===== config.mk =====
export PLATFORM = sky130hd
export DESIGN_NAME = turn_controller
export DESIGN_NICKNAME = d
export VERILOG_FILES = /design/src/rtl/turn_controller.sv
export SDC_FILE = /design/constraint.sdc
export NUM_CORES = 1
export LEC_CHECK = 0
export CORE_AREA = 8 8 84 86
export CTS_BUF_LIST = sky130_fd_sc_hd__clkbuf_8
export CTS_CLUSTER_DIAMETER = 50
export CTS_CLUSTER_SIZE = 25
export DETAILED_ROUTE_END_ITERATION = 10
export DIE_AREA = 0 0 92 94
export PLACE_DENSITY = 0.95
export SLEW_MARGIN = 40
export SYNTH_ARGS = -nofsm -noshare
export SYNTH_HDL_FRONTEND = slang
export SYNTH_SLANG_ARGS = --single-unit

===== constraint.sdc =====
create_clock -name clk -period 6.5 [get_ports clk]
set_input_delay 0.65 -clock clk [delete_from_list [all_inputs] [get_ports clk]]
set_output_delay 0.65 -clock clk [all_outputs]
set_load 0.02 [all_outputs]

===== src/rtl/turn_controller.sv =====
// turn_controller: sequences one two-player, nine-round card match.
// It validates each player's card confirmation, drives the per-player
// handout datapath (card-select vector plus a one-clock handout pulse),
// compares the handed-out card values and keeps score.
module turn_controller #(
    parameter int NUM_ROUNDS = 9,
    parameter int SCORE_W    = 4
) (
    input  logic               clk,
    input  logic               reset,
    input  logic               start,
    input  logic [8:0]         p1_select,
    input  logic               p1_confirm,
    input  logic [8:0]         p2_select,
    input  logic               p2_confirm,
    input  logic [8:0]         p1_used,
    input  logic [8:0]         p2_used,
    input  logic [3:0]         p1_handcard,
    input  logic [3:0]         p2_handcard,
    output logic [8:0]         p1_cardselect,
    output logic [8:0]         p2_cardselect,
    output logic               p1_handout_pulse,
    output logic               p2_handout_pulse,
    output logic               card_clear,
    output logic [1:0]         active_player,
    output logic [3:0]         round,
    output logic [SCORE_W-1:0] p1_score,
    output logic [SCORE_W-1:0] p2_score,
    output logic               sel_error,
    output logic               game_over,
    output logic [1:0]         winner
);

    typedef enum logic [2:0] {
        IDLE,
        LEAD_WAIT,
        LEAD_PULSE,
        FOLLOW_WAIT,
        FOLLOW_PULSE,
        COMPARE,
        DONE
    } state_t;

    localparam logic [3:0]         ROUND_LAST = 4'(NUM_ROUNDS);
    localparam logic [3:0]         ROUND_ONE  = 4'd1;
    localparam logic [SCORE_W-1:0] SCORE_ONE  = SCORE_W'(1);

    state_t             state_q, state_d;
    logic               lead_p1_q, lead_p1_d;
    logic [8:0]         p1_cs_q, p1_cs_d;
    logic [8:0]         p2_cs_q, p2_cs_d;
    logic               p1_pulse_q, p1_pulse_d;
    logic               p2_pulse_q, p2_pulse_d;
    logic               clear_q, clear_d;
    logic [3:0]         round_q, round_d;
    logic [SCORE_W-1:0] p1_score_q, p1_score_d;
    logic [SCORE_W-1:0] p2_score_q, p2_score_d;
    logic               sel_err_q, sel_err_d;
    logic               game_over_q, game_over_d;
    logic [1:0]         winner_q, winner_d;

    logic               act_is_p1;
    logic               act_confirm;
    logic [8:0]         act_sel;
    logic [8:0]         act_used;
    logic               sel_valid;

    // State and output registers; reset drops any pulse in flight.
    always_ff @(posedge clk) begin
        if (reset) begin
            state_q     <= IDLE;
            lead_p1_q   <= 1'b1;
            p1_cs_q     <= '0;
            p2_cs_q     <= '0;
            p1_pulse_q  <= 1'b0;
            p2_pulse_q  <= 1'b0;
            clear_q     <= 1'b0;
            round_q     <= '0;
            p1_score_q  <= '0;
            p2_score_q  <= '0;
            sel_err_q   <= 1'b0;
            game_over_q <= 1'b0;
            winner_q    <= '0;
        end else begin
            state_q     <= state_d;
            lead_p1_q   <= lead_p1_d;
            p1_cs_q     <= p1_cs_d;
            p2_cs_q     <= p2_cs_d;
            p1_pulse_q  <= p1_pulse_d;
            p2_pulse_q  <= p2_pulse_d;
            clear_q     <= clear_d;
            round_q     <= round_d;
            p1_score_q  <= p1_score_d;
            p2_score_q  <= p2_score_d;
            sel_err_q   <= sel_err_d;
            game_over_q <= game_over_d;
            winner_q    <= winner_d;
        end
    end

    // Next-state and next-output decode for the match sequencer.
    always_comb begin
        state_d     = state_q;
        lead_p1_d   = lead_p1_q;
        p1_cs_d     = p1_cs_q;
        p2_cs_d     = p2_cs_q;
        p1_pulse_d  = 1'b0;
        p2_pulse_d  = 1'b0;
        clear_d     = 1'b0;
        round_d     = round_q;
        p1_score_d  = p1_score_q;
        p2_score_d  = p2_score_q;
        sel_err_d   = 1'b0;
        game_over_d = game_over_q;
        winner_d    = winner_q;

        act_is_p1   = (state_q == LEAD_WAIT) ? lead_p1_q : !lead_p1_q;
        act_confirm = act_is_p1 ? p1_confirm : p2_confirm;
        act_sel     = act_is_p1 ? p1_select  : p2_select;
        act_used    = act_is_p1 ? p1_used    : p2_used;
        sel_valid   = (act_sel != '0) && ((act_sel & (act_sel - 9'd1)) == '0)
                      && ((act_sel & act_used) == '0);

        case (state_q)
            IDLE, DONE: begin
                if (start) begin
                    state_d     = LEAD_WAIT;
                    clear_d     = 1'b1;
                    round_d     = '0;
                    p1_score_d  = '0;
                    p2_score_d  = '0;
                    game_over_d = 1'b0;
                    winner_d    = '0;
                    lead_p1_d   = 1'b1;
                end
            end
            LEAD_WAIT, FOLLOW_WAIT: begin
                if (act_confirm) begin
                    if (sel_valid) begin
                        state_d = (state_q == LEAD_WAIT) ? LEAD_PULSE : FOLLOW_PULSE;
                        if (act_is_p1) begin
                            p1_cs_d    = act_sel;
                            p1_pulse_d = 1'b1;
                        end else begin
                            p2_cs_d    = act_sel;
                            p2_pulse_d = 1'b1;
                        end
                    end else begin
                        sel_err_d = 1'b1;
                    end
                end
            end
            LEAD_PULSE: begin
                state_d = FOLLOW_WAIT;
            end
            FOLLOW_PULSE: begin
                state_d = COMPARE;
            end
            COMPARE: begin
                if (p1_handcard > p2_handcard) begin
                    if (p1_score_q != '1) p1_score_d = p1_score_q + SCORE_ONE;
                end else if (p2_handcard > p1_handcard) begin
                    if (p2_score_q != '1) p2_score_d = p2_score_q + SCORE_ONE;
                end
                round_d   = round_q + ROUND_ONE;
                lead_p1_d = !lead_p1_q;
                if (round_d == ROUND_LAST) begin
                    state_d     = DONE;
                    game_over_d = 1'b1;
                    if (p1_score_d > p2_score_d)      winner_d = 2'b01;
                    else if (p1_score_d < p2_score_d) winner_d = 2'b10;
                    else                              winner_d = 2'b11;
                end else begin
                    state_d = LEAD_WAIT;
                end
            end
            default: begin
                state_d = IDLE;
            end
        endcase
    end

    // Active-player indicator decoded from the waiting states.
    always_comb begin
        active_player = 2'b00;
        if (state_q == LEAD_WAIT)        active_player = lead_p1_q ? 2'b01 : 2'b10;
        else if (state_q == FOLLOW_WAIT) active_player = lead_p1_q ? 2'b10 : 2'b01;
    end

    assign p1_cardselect    = p1_cs_q;
    assign p2_cardselect    = p2_cs_q;
    assign p1_handout_pulse = p1_pulse_q;
    assign p2_handout_pulse = p2_pulse_q;
    assign card_clear       = clear_q;
    assign round            = round_q;
    assign p1_score         = p1_score_q;
    assign p2_score         = p2_score_q;
    assign sel_error        = sel_err_q;
    assign game_over        = game_over_q;
    assign winner           = winner_q;

endmodule

# After elaboration in Yosys (flattened, before gate mapping)
# Cells that the tools add are included.
dict set report classes {
  add_sub_neg 4
  magnitude_cmp 4
  n_eq_ne 13
  muxes 39
  n_bitwise 7
  n_reduce_logical 18
}
# operator n
set op_table {}
lappend op_table {{4-bit 2-to-1 mux} 8}
lappend op_table {{4-bit one-hot mux with 2 select lines} 3}
lappend op_table {{9-bit AND} 2}
lappend op_table {{9-bit zero test} 2}
lappend op_table {{9-bit 2-to-1 mux} 2}
lappend op_table {{3-bit 2-to-1 mux} 5}
lappend op_table {{3-bit one-hot mux with 5 select lines} 1}
lappend op_table {{2-bit 2-to-1 mux} 7}
lappend op_table {{4-bit by 1-bit adder with 4-bit output, second input constant} 3}
lappend op_table {{4-bit > comparator} 3}
lappend op_table {{1-bit 2-to-1 mux} 10}
lappend op_table {{3-bit == test, second input constant} 3}
lappend op_table {{9-bit nonzero test} 1}
lappend op_table {{9-bit by 1-bit subtractor with 9-bit output, second input constant} 1}
lappend op_table {{2-bit inequality test, second input constant} 4}
lappend op_table {{4-bit inequality test, second input constant} 2}
lappend op_table {{4-bit AND reduction} 2}
lappend op_table {{3-bit by 2-bit == test with 1-bit output, second input constant} 2}
lappend op_table {{3-bit AND reduction} 2}
lappend op_table {{2-bit OR reduction} 3}
lappend op_table {{1-bit NOT} 5}
lappend op_table {{4-bit == test, second input constant} 1}
lappend op_table {{4-bit less-than comparator} 1}
lappend op_table {{1-bit one-hot mux with 2 select lines} 2}
lappend op_table {{other kinds (9)} 10}
dict set report totals {
  reg_bits 41
  in_bits 49
  out_inout_bits 39
  word_cells 98
}

# Logic depth before layout (Yosys ltp)
dict set report depth {
  depth_word 11
  mapped_depth 14
  ltp_nobuf 14
}

# Least setup slack after synthesis
# Ideal clock, no wire load.
dict set report synth_timing {
  path_type {input port to flip-flop}
  from {input p1_handcard[1]}
  to {register winner_q[0] (netlist: winner[0])}
  setup_ps 132
  t_arrival_ps 3047
  required_time_ps 6368
  setup_slack_ps 3320
  path_stages 14
  n_path_buf 0
  cell_sequence {inv_1 -> ha_1 -> nor2b_1 -> o21a_1 -> o21ai_0 -> and3_1 -> mux2_2 -> ha_1 -> nor2b_1 -> o21ai_0 -> nand2b_1 -> a21oi_1 -> or2_2 -> a21oi_1}
}
dict set report synth_via {
  elab_chain_cells 9
  elab_cells_between_ends 13
}
# element line_no
set synth_rtl {}
lappend synth_rtl {{start: declaration} 18} ;# input logic [3:0] p1_handcard,
lappend synth_rtl {{4-bit > comparator} 162} ;# end else if (p2_handcard > p1_handcard) begin
lappend synth_rtl {{4-bit 2-to-1 mux} 162}
lappend synth_rtl {{4-bit 2-to-1 mux} 160} ;# if (p1_handcard > p2_handcard) begin
lappend synth_rtl {{4-bit 2-to-1 mux} 124} ;# case (state_q)
lappend synth_rtl {{4-bit less-than comparator} 171} ;# else if (p1_score_d < p2_score_d) winner_d = 2'b10;
lappend synth_rtl {{1-bit 2-to-1 mux} 171}
lappend synth_rtl {{2-bit 2-to-1 mux *} 170} ;# if (p1_score_d > p2_score_d) winner_d = 2'b01;
lappend synth_rtl {{2-bit 2-to-1 mux *} 167} ;# if (round_d == ROUND_LAST) begin
lappend synth_rtl {{2-bit one-hot mux with 2 select lines *} 124}
lappend synth_rtl {{end signal: assignment} 97} ;# winner_q <= winner_d;
lappend synth_rtl {{end: declaration} 60} ;# logic [1:0] winner_q, winner_d;
# Every way passes the cells marked *; elsewhere a longest branch is shown, timed or not. The select of a mux whose other input is x is not followed.
# A chain may end at the register's enable or synchronous reset.

# Worst setup path in the final report
# Ends and elaborated chain as after synthesis.

==> metrics.md <==
| Metric | Value |
|---|---|
| Outcome | complete, no violations |
| Worst Setup Start Kind | input pin |
| Mapped Area | slightly below 0.003 mm^2 |
| Max Cap Violations | 0 |
| Routability-driven placement congestion ratio | about 0.94 |
| Chip width | 92 um |
| Total track usage | 18.3% |
| Setup TNS | 0 ps |
| Area share of the largest cell type after synthesis | 28.0% |
| Initial antenna violation count | 0 |
| Crit path cell chain | clkdlybuf4s50_1 -> inv_1 -> ha_1 -> nor2b_1 -> o21a_1 -> o21ai_0 -> and3_1 -> mux2_2 -> ha_1 -> nor2b_1 -> o21ai_0 -> nand2b_1 -> a21oi_1 -> or2_2 -> a21oi_1 |
| Routed WL | 8080 um |
| Die area | 0.00865 mm^2 |
| DRC violations left | 0 |
| Longest Clk Path Bufs | 2 |
| Register area share after synthesis | 28.0% |
| CTS Buf Count | 5 |
| Initial DRC Count | about 140 |
| P_leak | 1.52 nW |
| Power Dens Cells | ~140 mW/mm^2 |
| Clock root cell | clkbuf_8 |
| Core area | 0.00575 mm^2 |
| Max frequency | 0.272 GHz |
| Die height | 94 um |
| Vias/cell | a little under 6 |
| Critical path type | in -> reg |
| Cts repair resizes | 0 |
| Fill cells | 494 |
| Share of layout cells above drive strength 1 | 14.0% |
| DRT antenna net count | 0 |
| Hold-fix buffers at CTS | 0 |
| Port bufs | 87 |
| Peak VDD IR | 0.124 mV |
| Placed inst area | 0.00380 mm^2 |
| Main synth FF type | dfxtp_1 |
| Number of global-route vias before repair | 2848 |
| Clk slew on worst S/H paths | 80 ps |
| First-pass GRT wire length | 13300 um |
| H-Tree Depth | 2 |
| IO Count | 88 |
| Critical path required time | 6660 ps |
| Starting Density | 51.1% |
| Average cell area after synthesis | between 8 and 9 um^2 |
| Mapped Nets | 401 |
| N_diodes | 0 |
| Area growth syn-to-layout | 32.6% |
| Average wire per standard cell | 16.3 um |
| Post-CTS Setup Inserts | 0 |
| Syn Inst Count | 340 |
| Synth area leaders | dfxtp_1 28%, mux2_2 7.7%, a21oi_1 5.5%, ha_1 5.1%, and2b_2 4.8% |
| Slew @ Worst Pin | 848 ps |
| Final #Nets | 481 |
| Largest net degree at the start of global routing | 55 |
| Post-place setup slack | between 2000 and 3000 ps |
| Fin crit share | between 50% and 60% |
| Most frequent cell after synthesis | dfxtp_1 |
| Total congestion overflow | 0 |
| Final setup violation count | 0 |
| Unrepaired setup endpoints after global routing | false |
| CP peak stage delay | 450 ps |
| Final core occ | about two thirds |
| Min-delay worst type | reg -> reg |
| Final WS setup | 2830 ps |
| Critical path's slowest cell | clkdlybuf4s50_1 |
| Fin crit period | 3670 ps |
| Critical Path Fanout Max | 4 |
| Clk Latency, worst-skew pair | 290 ps |
| Max Transition Viols Final | 0 |
| Post-synth EDFFs | 0 |
| Dpl hpwl | 6290 um |
| Kind of end point of the critical path | flop |
| Synth cell types | 63 |
| Slew headroom | a little over two fifths |
| Overall Power | 0.000529 W |
| Synth cell count leaders | 41 x dfxtp_1, 35 x nand2_1, 32 x a21oi_1 |
| CTS tree | yes |
| Clk_skew | slightly above 7 ps |
| Vias post-DR | 2893 |
| Fin area | 0.00389 mm^2 |
| Detailed Routing Iterations Pass 1 | 5 |
| Count of final hold-check violations | 0 |
| # rows | 28 |
| Largest area contributor in the netlist | dfxtp_1 |
| R2R Setup Slk | about 3400 ps |
| Number of clock sinks | 41 |
| Crit path DAT | 3830 ps |
| Synthesis Warnings | 0 |
| Post-synthesis async set-or-reset flop share | 0% |
| Synthesized flop and latch total | 41 |
[routing by layer]
metal / part of all wire [%] / track usage (%) / vias up
li1: - / - / 1409
met3: 6.3 / 3.92 / 14
met1: 41 / 21.0 / 1359
met2: 51 / 32.7 / 111
met4: 1.7 / 6.31 / 0
met5: 0 / 0 / -
[cell usage in the layout (no fill, tap or decap), types with 12 or more instances in the layout]
cell type,instances
a21oi_1,32
and2b_2,16
clkdlybuf4s50_1,87
dfxtp_1,41
ha_1,12
mux2_2,20
mux2i_1,12
nand2_1,35
nor2_1,15
o21ai_0,17
[kinds of logic after synthesis]
| kind of cell | after synthesis | share of synthesized area, % |
|---|---|---|
| flops | 41 | 28.0 |
| simple gates | 132 | 26.6 |
| xor+xnor | 10 | 3.63 |
| fa+ha+maj | 12 | 5.12 |
| compound gates | 88 | 19.9 |
| mux | 32 | 11.8 |
| buf+inv | 25 | 5.03 |
[where the power goes]
group          switching, W  total (W)  internal [W]  leakage, nW
sequential       0.00000131   0.000253      0.000252        0.331
combinational     0.0000568   0.000112     0.0000550         1.15
clock             0.0000892   0.000163     0.0000742       0.0439
[registers in the layout, indices dropped and copies added, names as in the netlist]
signal            cells
card_clear            1
game_over             1
lead_p1_q             1
p1_cardselect         9
p1_handout_pulse      1
p1_score              4
p2_cardselect         9
p2_handout_pulse      1
p2_score              4
round                 4
sel_error             1
state_q               3
winner                2
[worst max-delay path, delay by kind of cell]
family	cells	cell delay (ps)
and+or+nand+nor	5	810
adders and majority gates	2	600
AOI/OAI and AO/OA	5	930
muxes	1	350
buffers and inverters	2	490
[final cells by class]
cell class	count	area (um^2)	share of cell area, %
Clock buffer	5	68.8	1.77
Clock inverter	3	17.5	0.450
Inverter	10	37.5	0.965
Multi-Input combinational cell	274	1970	50.7
Sequential cell	41	821	21.1
Tap cell	75	93.8	2.41
Timing Repair Buffer	88	878	22.6
[final timing paths]
path | startpoint | endpoint | cells after the start
worst max-delay path | p1_handcard[1] | winner[0]$_SDFFE_PP0P_ | 15
worst min-delay path | winner[0]$_SDFFE_PP0P_ | winner[0]$_SDFFE_PP0P_ | 2
worst max register to register | state_q[0]$_SDFFE_PP0P_ | p2_cardselect[7]$_SDFFE_PP0P_ | 6
worst min register to register | winner[0]$_SDFFE_PP0P_ | winner[0]$_SDFFE_PP0P_ | 2
[through the flow]
step                      hold WS [ps]  std cells
after CTS                          486        496
after floorplan                    535        340
after detailed placement           474        488
after global placement             447        488
final                              486        496
after global routing               513        496
Note: power is estimated with default switching activity, not from simulation.
